--- config.mk ---
export PLATFORM = sky130hd
export DESIGN_NAME = ff_reset_sequencer
export DESIGN_NICKNAME = d
export VERILOG_FILES = /design/src/rtl/ff_reset_sequencer.sv
export SDC_FILE = /design/constraint.sdc
export NUM_CORES = 1
export LEC_CHECK = 0
export CAP_MARGIN = 15
export CORE_AREA = 4 4 41 43
export CTS_CLUSTER_DIAMETER = 50
export CTS_CLUSTER_SIZE = 12
export DETAILED_ROUTE_END_ITERATION = 12
export DIE_AREA = 0 0 45 47
export GPL_ROUTABILITY_DRIVEN = 1
export GPL_TIMING_DRIVEN = 0
export PLACE_DENSITY = 0.72
export SLEW_MARGIN = 30
export SYNTH_ARGS = -nofsm -noshare
export SYNTH_HDL_FRONTEND = slang
export SYNTH_SLANG_ARGS = --single-unit
--- constraint.sdc ---
create_clock -name clk -period 4.7 [get_ports clk]
set_clock_uncertainty 0.2 [all_clocks]
set_input_delay 1.175 -clock clk [delete_from_list [all_inputs] [get_ports clk]]
set_output_delay 1.175 -clock clk [all_outputs]
set_load 0.005 [all_outputs]
--- src/rtl/ff_reset_sequencer.sv ---
// ff_reset_sequencer: reset and clock-enable sequencer for the flip-flop test banks.
// Walks the bank through asynchronous reset, synchronous-reset hold, settle and run.
// Once the bank is running, it also handles soft-reset requests and clock pausing.
// Optional feature macro: FF_RST_SEQ_COUNT_EN adds the saturating o_reset_count port,
// which counts completed soft resets.
module ff_reset_sequencer #(
  parameter int SYNC_STAGES     = 2,
  parameter int RST_HOLD_CYCLES = 4,
  parameter int SETTLE_CYCLES   = 2,
  parameter int GATE_CYCLES     = 3
) (
  input  logic       clk,
  input  logic       async_reset,
  input  logic       soft_reset_req,
  input  logic       gate_req,
  output logic       o_async_reset,
  output logic       o_async_reset_n,
  output logic       o_sync_reset,
  output logic       o_clk_enable,
  output logic       o_ready,
  output logic       o_busy
`ifdef FF_RST_SEQ_COUNT_EN
  ,
  output logic [7:0] o_reset_count
`endif
);

  localparam int MAX_AB  = (RST_HOLD_CYCLES > SETTLE_CYCLES) ? RST_HOLD_CYCLES : SETTLE_CYCLES;
  localparam int MAX_CYC = (MAX_AB > GATE_CYCLES) ? MAX_AB : GATE_CYCLES;
  localparam int CNT_W   = $clog2(MAX_CYC + 1);

  localparam logic [CNT_W-1:0] HOLD_LOAD   = CNT_W'(RST_HOLD_CYCLES - 1);
  localparam logic [CNT_W-1:0] SETTLE_LOAD = CNT_W'(SETTLE_CYCLES - 1);
  localparam logic [CNT_W-1:0] GATE_LOAD   = CNT_W'(GATE_CYCLES - 1);
  localparam logic [CNT_W-1:0] CNT_ONE     = CNT_W'(1);

  localparam logic [2:0] S_RESET  = 3'd0;
  localparam logic [2:0] S_HOLD   = 3'd1;
  localparam logic [2:0] S_SETTLE = 3'd2;
  localparam logic [2:0] S_RUN    = 3'd3;
  localparam logic [2:0] S_PAUSE  = 3'd4;
  localparam logic [2:0] S_GATE   = 3'd5;

  logic [SYNC_STAGES-1:0] sync_q, sync_d;
  logic [2:0]             state_q, state_d;
  logic [CNT_W-1:0]       cnt_q, cnt_d;

  // Next-state logic: one shared down-counter is loaded with N-1 on entry to each timed state
  always_comb begin
    sync_d  = {sync_q[SYNC_STAGES-2:0], 1'b1};
    state_d = state_q;
    cnt_d   = cnt_q;
    case (state_q)
      S_RESET: begin
        if (sync_q[SYNC_STAGES-1]) begin
          state_d = S_HOLD;
          cnt_d   = HOLD_LOAD;
        end
      end
      S_HOLD: begin
        if (cnt_q == '0) begin
          state_d = S_SETTLE;
          cnt_d   = SETTLE_LOAD;
        end else begin
          cnt_d = cnt_q - CNT_ONE;
        end
      end
      S_SETTLE: begin
        if (cnt_q == '0) begin
          state_d = S_RUN;
        end else begin
          cnt_d = cnt_q - CNT_ONE;
        end
      end
      S_RUN: begin
        if (soft_reset_req) begin
          state_d = S_GATE;
          cnt_d   = GATE_LOAD;
        end else if (gate_req) begin
          state_d = S_PAUSE;
        end
      end
      S_PAUSE: begin
        if (soft_reset_req) begin
          state_d = S_GATE;
          cnt_d   = GATE_LOAD;
        end else if (!gate_req) begin
          state_d = S_RUN;
        end
      end
      S_GATE: begin
        if (cnt_q == '0) begin
          state_d = S_HOLD;
          cnt_d   = HOLD_LOAD;
        end else begin
          cnt_d = cnt_q - CNT_ONE;
        end
      end
      default: begin
        state_d = S_RESET;
        cnt_d   = '0;
      end
    endcase
  end

  // State, synchronizer and counter registers; async_reset takes effect without a clock
  always_ff @(posedge clk or posedge async_reset) begin
    if (async_reset) begin
      sync_q  <= '0;
      state_q <= S_RESET;
      cnt_q   <= '0;
    end else begin
      sync_q  <= sync_d;
      state_q <= state_d;
      cnt_q   <= cnt_d;
    end
  end

`ifdef FF_RST_SEQ_COUNT_EN
  logic [7:0] reset_count_q, reset_count_d;

  // Soft-reset counter: counts completed gate phases and saturates at 255
  always_comb begin
    reset_count_d = reset_count_q;
    if ((state_q == S_GATE) && (state_d == S_HOLD) && (reset_count_q != 8'hFF)) begin
      reset_count_d = reset_count_q + 8'd1;
    end
  end

  // Soft-reset counter register, cleared only by async_reset
  always_ff @(posedge clk or posedge async_reset) begin
    if (async_reset) begin
      reset_count_q <= '0;
    end else begin
      reset_count_q <= reset_count_d;
    end
  end

  assign o_reset_count = reset_count_q;
`endif

  // Moore output decode of the registered state
  always_comb begin
    o_async_reset = 1'b0;
    o_sync_reset  = 1'b0;
    o_clk_enable  = 1'b0;
    o_ready       = 1'b0;
    o_busy        = 1'b0;
    case (state_q)
      S_RESET: begin
        o_async_reset = 1'b1;
        o_sync_reset  = 1'b1;
        o_busy        = 1'b1;
      end
      S_HOLD: begin
        o_sync_reset = 1'b1;
        o_clk_enable = 1'b1;
        o_busy       = 1'b1;
      end
      S_SETTLE: begin
        o_clk_enable = 1'b1;
        o_busy       = 1'b1;
      end
      S_RUN: begin
        o_clk_enable = 1'b1;
        o_ready      = 1'b1;
      end
      S_PAUSE: begin
        o_clk_enable = 1'b0;
      end
      S_GATE: begin
        o_sync_reset = 1'b1;
        o_busy       = 1'b1;
      end
      default: begin
        o_async_reset = 1'b1;
        o_sync_reset  = 1'b1;
        o_busy        = 1'b1;
      end
    endcase
  end

  assign o_async_reset_n = ~o_async_reset;

endmodule

==> results of run 1 <==
## cell usage in the layout, fill, tap and decap left out
cell type	n
o211ai_1	1
o32ai_2	1
a21oi_1	8
conb_1	1
clkdlybuf4s50_1	9
and3_1	1
o2bb2ai_1	1
mux2i_1	3
o22a_1	1
a22oi_2	1
inv_1	5
clkbuf_4	3
nand2b_1	4
nor2b_1	4
o22ai_1	1
ha_1	2
o311a_1	1
o21a_1	1
o21ai_0	4
nand2_1	7
or4_1	1
a21boi_1	1
o221ai_1	1
dfrtp_1	8
nor2_1	7
buf_2	3
and3b_1	1
nor3b_1	1
## worst max path at each step
stage	slack (ns)	endpoint
2_1_floorplan	2.36	o_async_reset
3_3_place_gp	1.81	o_async_reset
3_5_place_dp	1.83	o_async_reset
4_1_cts	1.56	o_async_reset
5_1_grt	1.46	o_async_reset
6_report	1.57	o_async_reset
## metrics by stage
stage	instances	setup WS, ns	cell area [um^2]
final	97	1.566	710.7
after global routing	97	1.460	710.7
after detailed placement	94	1.833	688.2
after floorplan	70	2.364	579.3
after global placement	94	1.811	688.2
after CTS	97	1.564	710.7
## layer usage
layer  routed length (um)  global-route usage  up-vias  share of wire
met1                  539              0.1526      222           0.48
met5                    0                   0        -              0
met2                  538              0.1864       12           0.48
li1                     -                   -      267              -
met4                    0              0.1053        0              0
met3                   54             0.02299        0          0.048
## sequential cells by signal, indices dropped and copies added (netlist names)
register,count
state_q,3
cnt_q,3
sync_q,2
## worst max-delay path, delay by kind of cell, from the launching register on
| family | cells | cell delay [ns] |
|---|---|---|
| AO/OA/AOI/OAI | 1 | 0.14 |
| buffers and inverters | 3 | 0.81 |
| flip-flops | 1 | 0.48 |
| AND/OR/NAND/NOR | 1 | 0.09 |
## layout make-up
class	instances	area, um^2	area share
flip-flops and latches	8	200.2	0.2817
well taps	15	18.77	0.02641
inverters	5	18.77	0.02641
plain buffers	3	15.01	0.02113
clock buffers	3	22.52	0.03169
multi-input cells	54	345.3	0.4859
repair buffers	9	90.09	0.1268
## cells by family after synthesis
family / Yosys count
AO/OA/AOI/OAI: 22
adder cells (fa/ha/maj): 2
buffers and inverters: 8
flip-flops: 8
multiplexers: 3
other: 1
AND/OR/NAND/NOR: 26
## where the power goes
part           switching (mW)  total [mW]  internal [mW]
Sequential             0.0242       0.119         0.0946
Combinational           0.144       0.292          0.148
Clock                  0.0192      0.0481         0.0289
==> results by group, run 1 <==
Synth
  – Top cells by area, synth: dfrtp_1 35%, a21oi_1 6.9%, mux2i_1 5.2%, nand2_1 4.5%, nor2_1 4.5%
  – Post-synth EDFFs: 0
  – Mapped Cells: 70
  – Synth Area in Compound Gates: 0.2657
  – Avg Cell Area, Syn: 8.276 um^2
  – Cell area after synthesis: 579.3 um^2
  – Post-synth ARST share: 1.000
  – Mux contribution to synthesized area: 0.05184
  – Post-synth top cells: 8 x a21oi_1, 8 x dfrtp_1, 7 x nand2_1, 7 x nor2_1, 5 x inv_1
  – Post-Synth Simple-Gate Area: 0.2289
  – Sequential area share after synthesis: 0.3456
  – Synth top area share: 0.3456
  – Main synth FF type: dfrtp_1
  – Post-synthesis register bit count: 8
  – Post-synthesis xor/xnor area fraction: 0
  – Total number of yosys warnings: 0
  – Largest area contributor in the synthesized netlist: dfrtp_1
  – Largest family of logic cells by synthesized area: compound AO/OA/AOI/OAI gates
  – Syn Nets: 76
  – Synth Area in Adders: 0.04320
  – Cell variety after synth: 26

Hold path
  – Hold Path Stages: 0
  – Hold Path Origin: sync_q[0]
  – HP Class: reg2reg
  – Hold EP: sync_q[1]

Route
  – Drt wl/cell: 11.66 um
  – Post-detailed-routing wire length: 1.131 mm
  – Vias/cell: 5.165
  – Routed via count: 501
  – DRC viols: 0
  – DR iter-0 viols: 6
  – Drt pass-1 iters: 4
  – Detail Route Antenna Nets: 0

Die
  – Initial Utilization: 0.4452
  – I/O pin total: 10
  – Num rows: 13
  – Die ar.: 2115 um^2
  – Core footprint: 1301 um^2
  – Die height: 47 um
  – Die Span X: 45 um

Critical path
  – CP Launch Type: flop
  – Max stage delay on crit path: 0.49 ns
  – CP max FO: 10
  – Crit-path slowest cell: clkdlybuf4s50_1
  – R2R Path End: cnt_q[0]
  – Worst Setup SP: state_q[2]
  – Critical path type: reg2out
  – Required time worst endpoint: 3.32 ns
  – Path depth of the worst reg2reg path: 6
  – Setup crit end kind: output pin
  – CP cell instances: buf_2 > nand2_1 > a21boi_1 > inv_1 > clkdlybuf4s50_1
  – R2R Setup Slk: 2.91 ns
  – FF-to-FF Start: cnt_q[0]
  – Worst endpoint data arrival time: 1.76 ns

Power
  – Worst-case vdd ir drop: 0.2763 mV
  – Pwr dens: 646.1 nW/um^2
  – Leakage: 0.3114 nW
  – Total Power: 0.4592 mW

Place
  – IO buf count: 9
  – HPWL Detailed: 902 um
  – RePlAce Congestion: 0.7844

Cells and area
  – Ant diodes: 0
  – Nets: 90
  – Filler instances: 129
  – Share of layout cells above drive strength 1: 0.09756
  – Core Util, Final: 0.5462
  – Area Growth Syn to Fin: 22.68%

Clock tree
  – Hold buffers post-CTS: 0
  – Worst-path clk slew: 0.05 ns
  – Num CTS Buffers: 3
  – Setup Buffers After CTS: 0
  – Clk Latency, worst-skew pair: 0.24 ns
  – H-tree Lvls: 1
  – CTS tree: built
  – Clock sink count: 8
  – Post-CTS Resized: 0
  – Clock Tree Buf Depth: 2
  – Root Driver: clkbuf_4

Timing
  – Fin. Hold Viols: 0
  – Setup TNS: 0 ns
  – Final Max Tran Viols: 0
  – FMAX: 319.1 MHz
  – Fin Hold WS: 0.1542 ns
  – Minimum clock period: 3.134 ns
  – Setup-failing EPs final: 0
  – Final Cycle Share: 0.6668
  – RSZ-0062 raised after global routing: no

GRT
  – First-pass GRT wire length: 1.807 mm
  – Total grt overflow: 0
  – Initial antenna violation count: 0
  – Largest net degree at the start of global routing: 11
  – Vias in the first global route: 462
  – Gr usage total: 0.1238

Status
  – Outcome: finished clean

Run
  – Maximum Capacitance Violations: 0
No activity file was read; power rests on OpenSTA's default activity.
==> run 2, diff against run 1 <==
CORE_AREA = not set   (was 4 4 41 43)
CORE_MARGIN = 4   (was not set)
CORE_UTILIZATION = 44   (was not set)
DIE_AREA = not set   (was 0 0 45 47)
PLACE_DENSITY = 0.75   (was 0.72)
clock period = 2.65 ns   (was 4.7 ns; I/O delays follow)
==> run 2 against run 1 <==
Routed wire length up 8.7%. Worst hold slack got worse by 0.0029 ns. Count of clock-buffer cells in the layout unchanged. Sequential cell count unchanged. Combinational power grew 85%. Global-route usage grew 2.2 points. Register-to-register slack worse by 2.1 ns. Worst setup slack worse by 1.5 ns. Final cell count fell by 1.0%.
==> results by group, run 2 (synthesized netlist as in run 1, its figures left out) <==
Route
  – Detail Route Antenna Nets: 0 (unchanged)
  – Drt wl/cell: 12.80 um (was 11.66 um)
  – Vias/cell: 5.594 (was 5.165)
  – Routed via count: 537 (was 501)
  – DRC viols: 0 (unchanged)
  – Post-detailed-routing wire length: 1.229 mm (was 1.131 mm)
  – Drt pass-1 iters: 4 (unchanged)
  – DR iter-0 viols: 8 (was 6)

Critical path
  – Critical path type: reg2out (unchanged)
  – Crit-path slowest cell: clkdlybuf4s50_1 (unchanged)
  – FF-to-FF Start: cnt_q[0] (unchanged)
  – CP max FO: 10 (unchanged)
  – Max stage delay on crit path: 0.49 ns (about the same)
  – Required time worst endpoint: 1.79 ns (was 3.32 ns)
  – Critical path's top delay family: buffers and inverters (unchanged)
  – R2R Setup Slk: 0.85 ns (was 2.91 ns)
  – CP Buf/Inv Count: 3 (unchanged)
  – R2R Path End: cnt_q[2] (was cnt_q[0])
  – Path depth of the worst reg2reg path: 6 (unchanged)
  – CP Launch Type: flop (unchanged)
  – CP cell instances: clkbuf_4 > nand2_1 > a21boi_2 > inv_1 > clkdlybuf4s50_1 (was buf_2 > nand2_1 > a21boi_1 > inv_1 > clkdlybuf4s50_1)
  – Worst endpoint data arrival time: 1.71 ns (was 1.76 ns)
  – Setup crit end kind: output pin (unchanged)

Place
  – RePlAce Congestion: 0.8157 (was 0.7844)
  – IO buf count: 9 (unchanged)
  – HPWL Detailed: 950.5 um (was 902 um)
  – Placed insts: 93 (was 94)

Die
  – Core footprint: 1171 um^2 (was 1301 um^2)
  – Num rows: 12 (was 13)
  – I/O pin total: 10 (unchanged)
  – Die ar.: 1961 um^2 (was 2115 um^2)
  – Die Span X: 44.29 um (was 45 um)
  – Initial Utilization: 0.4947 (was 0.4452)
  – Die height: 44.29 um (was 47 um)

Clock tree
  – Hold buffers post-CTS: 0 (unchanged)
  – Worst-path clk slew: 0.05 ns (about the same)
  – Clk Latency, worst-skew pair: 0.24 ns (about the same)
  – Root Driver: clkbuf_4 (unchanged)
  – Setup Buffers After CTS: 0 (unchanged)
  – Clock Tree Buf Depth: 2 (unchanged)
  – Clock sink count: 8 (unchanged)
  – CTS tree: built (unchanged)
  – Num CTS Buffers: 3 (unchanged)
  – H-tree Lvls: 1 (unchanged)

Hold path
  – Hold EP: sync_q[1] (unchanged)
  – Hold Path Stages: 0 (unchanged)
  – HP Class: reg2reg (unchanged)
  – Hold Path Origin: sync_q[0] (unchanged)

Cells and area
  – Area Growth Syn to Fin: 24.62% (was 22.68%)
  – Filler instances: 104 (was 129)
  – Commonest non-fill, non-tap cells in the layout: 9 x clkdlybuf4s50_1, 8 x a21oi_1, 7 x nand2_1, 7 x dfrtp_1, 6 x nor2_1 (was 9 x clkdlybuf4s50_1, 8 x a21oi_1, 8 x dfrtp_1, 7 x nand2_1, 7 x nor2_1)
  – Top flop regs: cnt_q x3, state_q x3, sync_q x2 (unchanged)
  – Register area: 201.4 um^2 (was 200.2 um^2)
  – Final std cells w/o fill: 96 (was 97)
  – Share of layout cells above drive strength 1: 0.1341 (was 0.09756)
  – Nets: 90 (unchanged)
  – Multi-input logic area: 351.6 um^2 (was 345.3 um^2)
  – Ant diodes: 0 (unchanged)
  – Commonest non-fill, non-tap cell in the layout: clkdlybuf4s50_1 (unchanged)

GRT
  – First-pass GRT wire length: 2.076 mm (was 1.807 mm)
  – GR peak layer: met2 (unchanged)
  – GR Util met2: 0.2238 (was 0.1864)
  – Met3 Usage GRT: 0.01626 (was 0.02299)
  – Initial antenna violation count: 0 (unchanged)
  – Vias in the first global route: 474 (was 462)
  – Met1 Usage GRT: 0.1940 (was 0.1526)
  – Total grt overflow: 0 (unchanged)
  – Gr usage total: 0.1456 (was 0.1238)
  – Largest net degree at the start of global routing: 11 (unchanged)

Run
  – Maximum Capacitance Violations: 0 (unchanged)

Timing
  – Final Max Tran Viols: 0 (unchanged)
  – Minimum clock period: 2.573 ns
  – RSZ-0062 raised after global routing: no (unchanged)
  – Setup TNS: 0 ns (unchanged)
  – FMAX: 388.6 MHz
  – Final Cycle Share: 0.9711
  – Setup-failing EPs final: 0 (unchanged)
  – Fin. Hold Viols: 0 (unchanged)

Power
  – Worst-case vdd ir drop: 0.5725 mV (was 0.2763 mV)
  – Leakage: 0.3120 nW (was 0.3114 nW)
  – Pwr dens: 1166 nW/um^2 (was 646.1 nW/um^2)

Status
  – Outcome: finished clean (unchanged)
[run 2: repair_timing]
item                                    CTS  global route
gates resized for setup                   1             4
pin swaps                                 0             0
endpoints found under the setup margin    1             3
cloned                                    0             0
[run 2: area by class of cell]
type / count / share of cell area
Sequential cell: 8 / 0.2790
Buffer: 3 / 0.02773
Tap cell: 14 / 0.02426
Inverter: 5 / 0.02600
Clock buffer: 3 / 0.03120
Multi-Input combinational cell: 54 / 0.4870
Timing Repair Buffer: 9 / 0.1248
[run 2: worst max-delay path by stage]
| stage | start | to | slack [ns] | depth (start not counted) |
|---|---|---|---|---|
| 6_report | state_q[2] | o_async_reset | 0.08 | 5 |
| 5_1_grt | state_q[2] | o_async_reset | 0.007 | 5 |
| 4_1_cts | state_q[0] | o_ready | 0.07 | 4 |
| 3_5_place_dp | state_q[2] | o_async_reset | 0.27 | 5 |
| 3_3_place_gp | state_q[2] | o_async_reset | 0.28 | 5 |
| 2_1_floorplan | state_q[2] | o_async_reset | 0.83 | 4 |
[run 2: report_power, final]
group | switching, mW | internal, mW
Combinational | 0.268 | 0.271
Clock | 0.0337 | 0.0513
Sequential | 0.0483 | 0.170
Total | 0.350 | 0.492
[run 2: per-layer routing]
metal | wire length [um] | up-vias
li1 | - | 270
met1 | 569 | 246
met2 | 592 | 19
met3 | 62 | 2
met4 | 5 | 0
met5 | 0 | -
[run 2: metrics by stage]
stage | area, um^2 | util | setup WS [ns] | power (mW) | hold WS (ns)
6_report | 721.9 | 0.6165 | 0.07663 | 0.8420 | 0.1513
5_1_grt | 721.9 | 0.6165 | 0.007164 | 0.9261 | 0.1635
4_1_cts | 710.7 | 0.6068 | 0.06572 | 0.8318 | 0.1554
3_5_place_dp | 686.9 | 0.5865 | 0.2682 | 0.7388 | 0.1443
3_3_place_gp | 686.9 | 0.5865 | 0.2790 | 0.7260 | 0.1330
2_1_floorplan | 579.3 | - | 0.8268 | 0.5594 | 0.1312
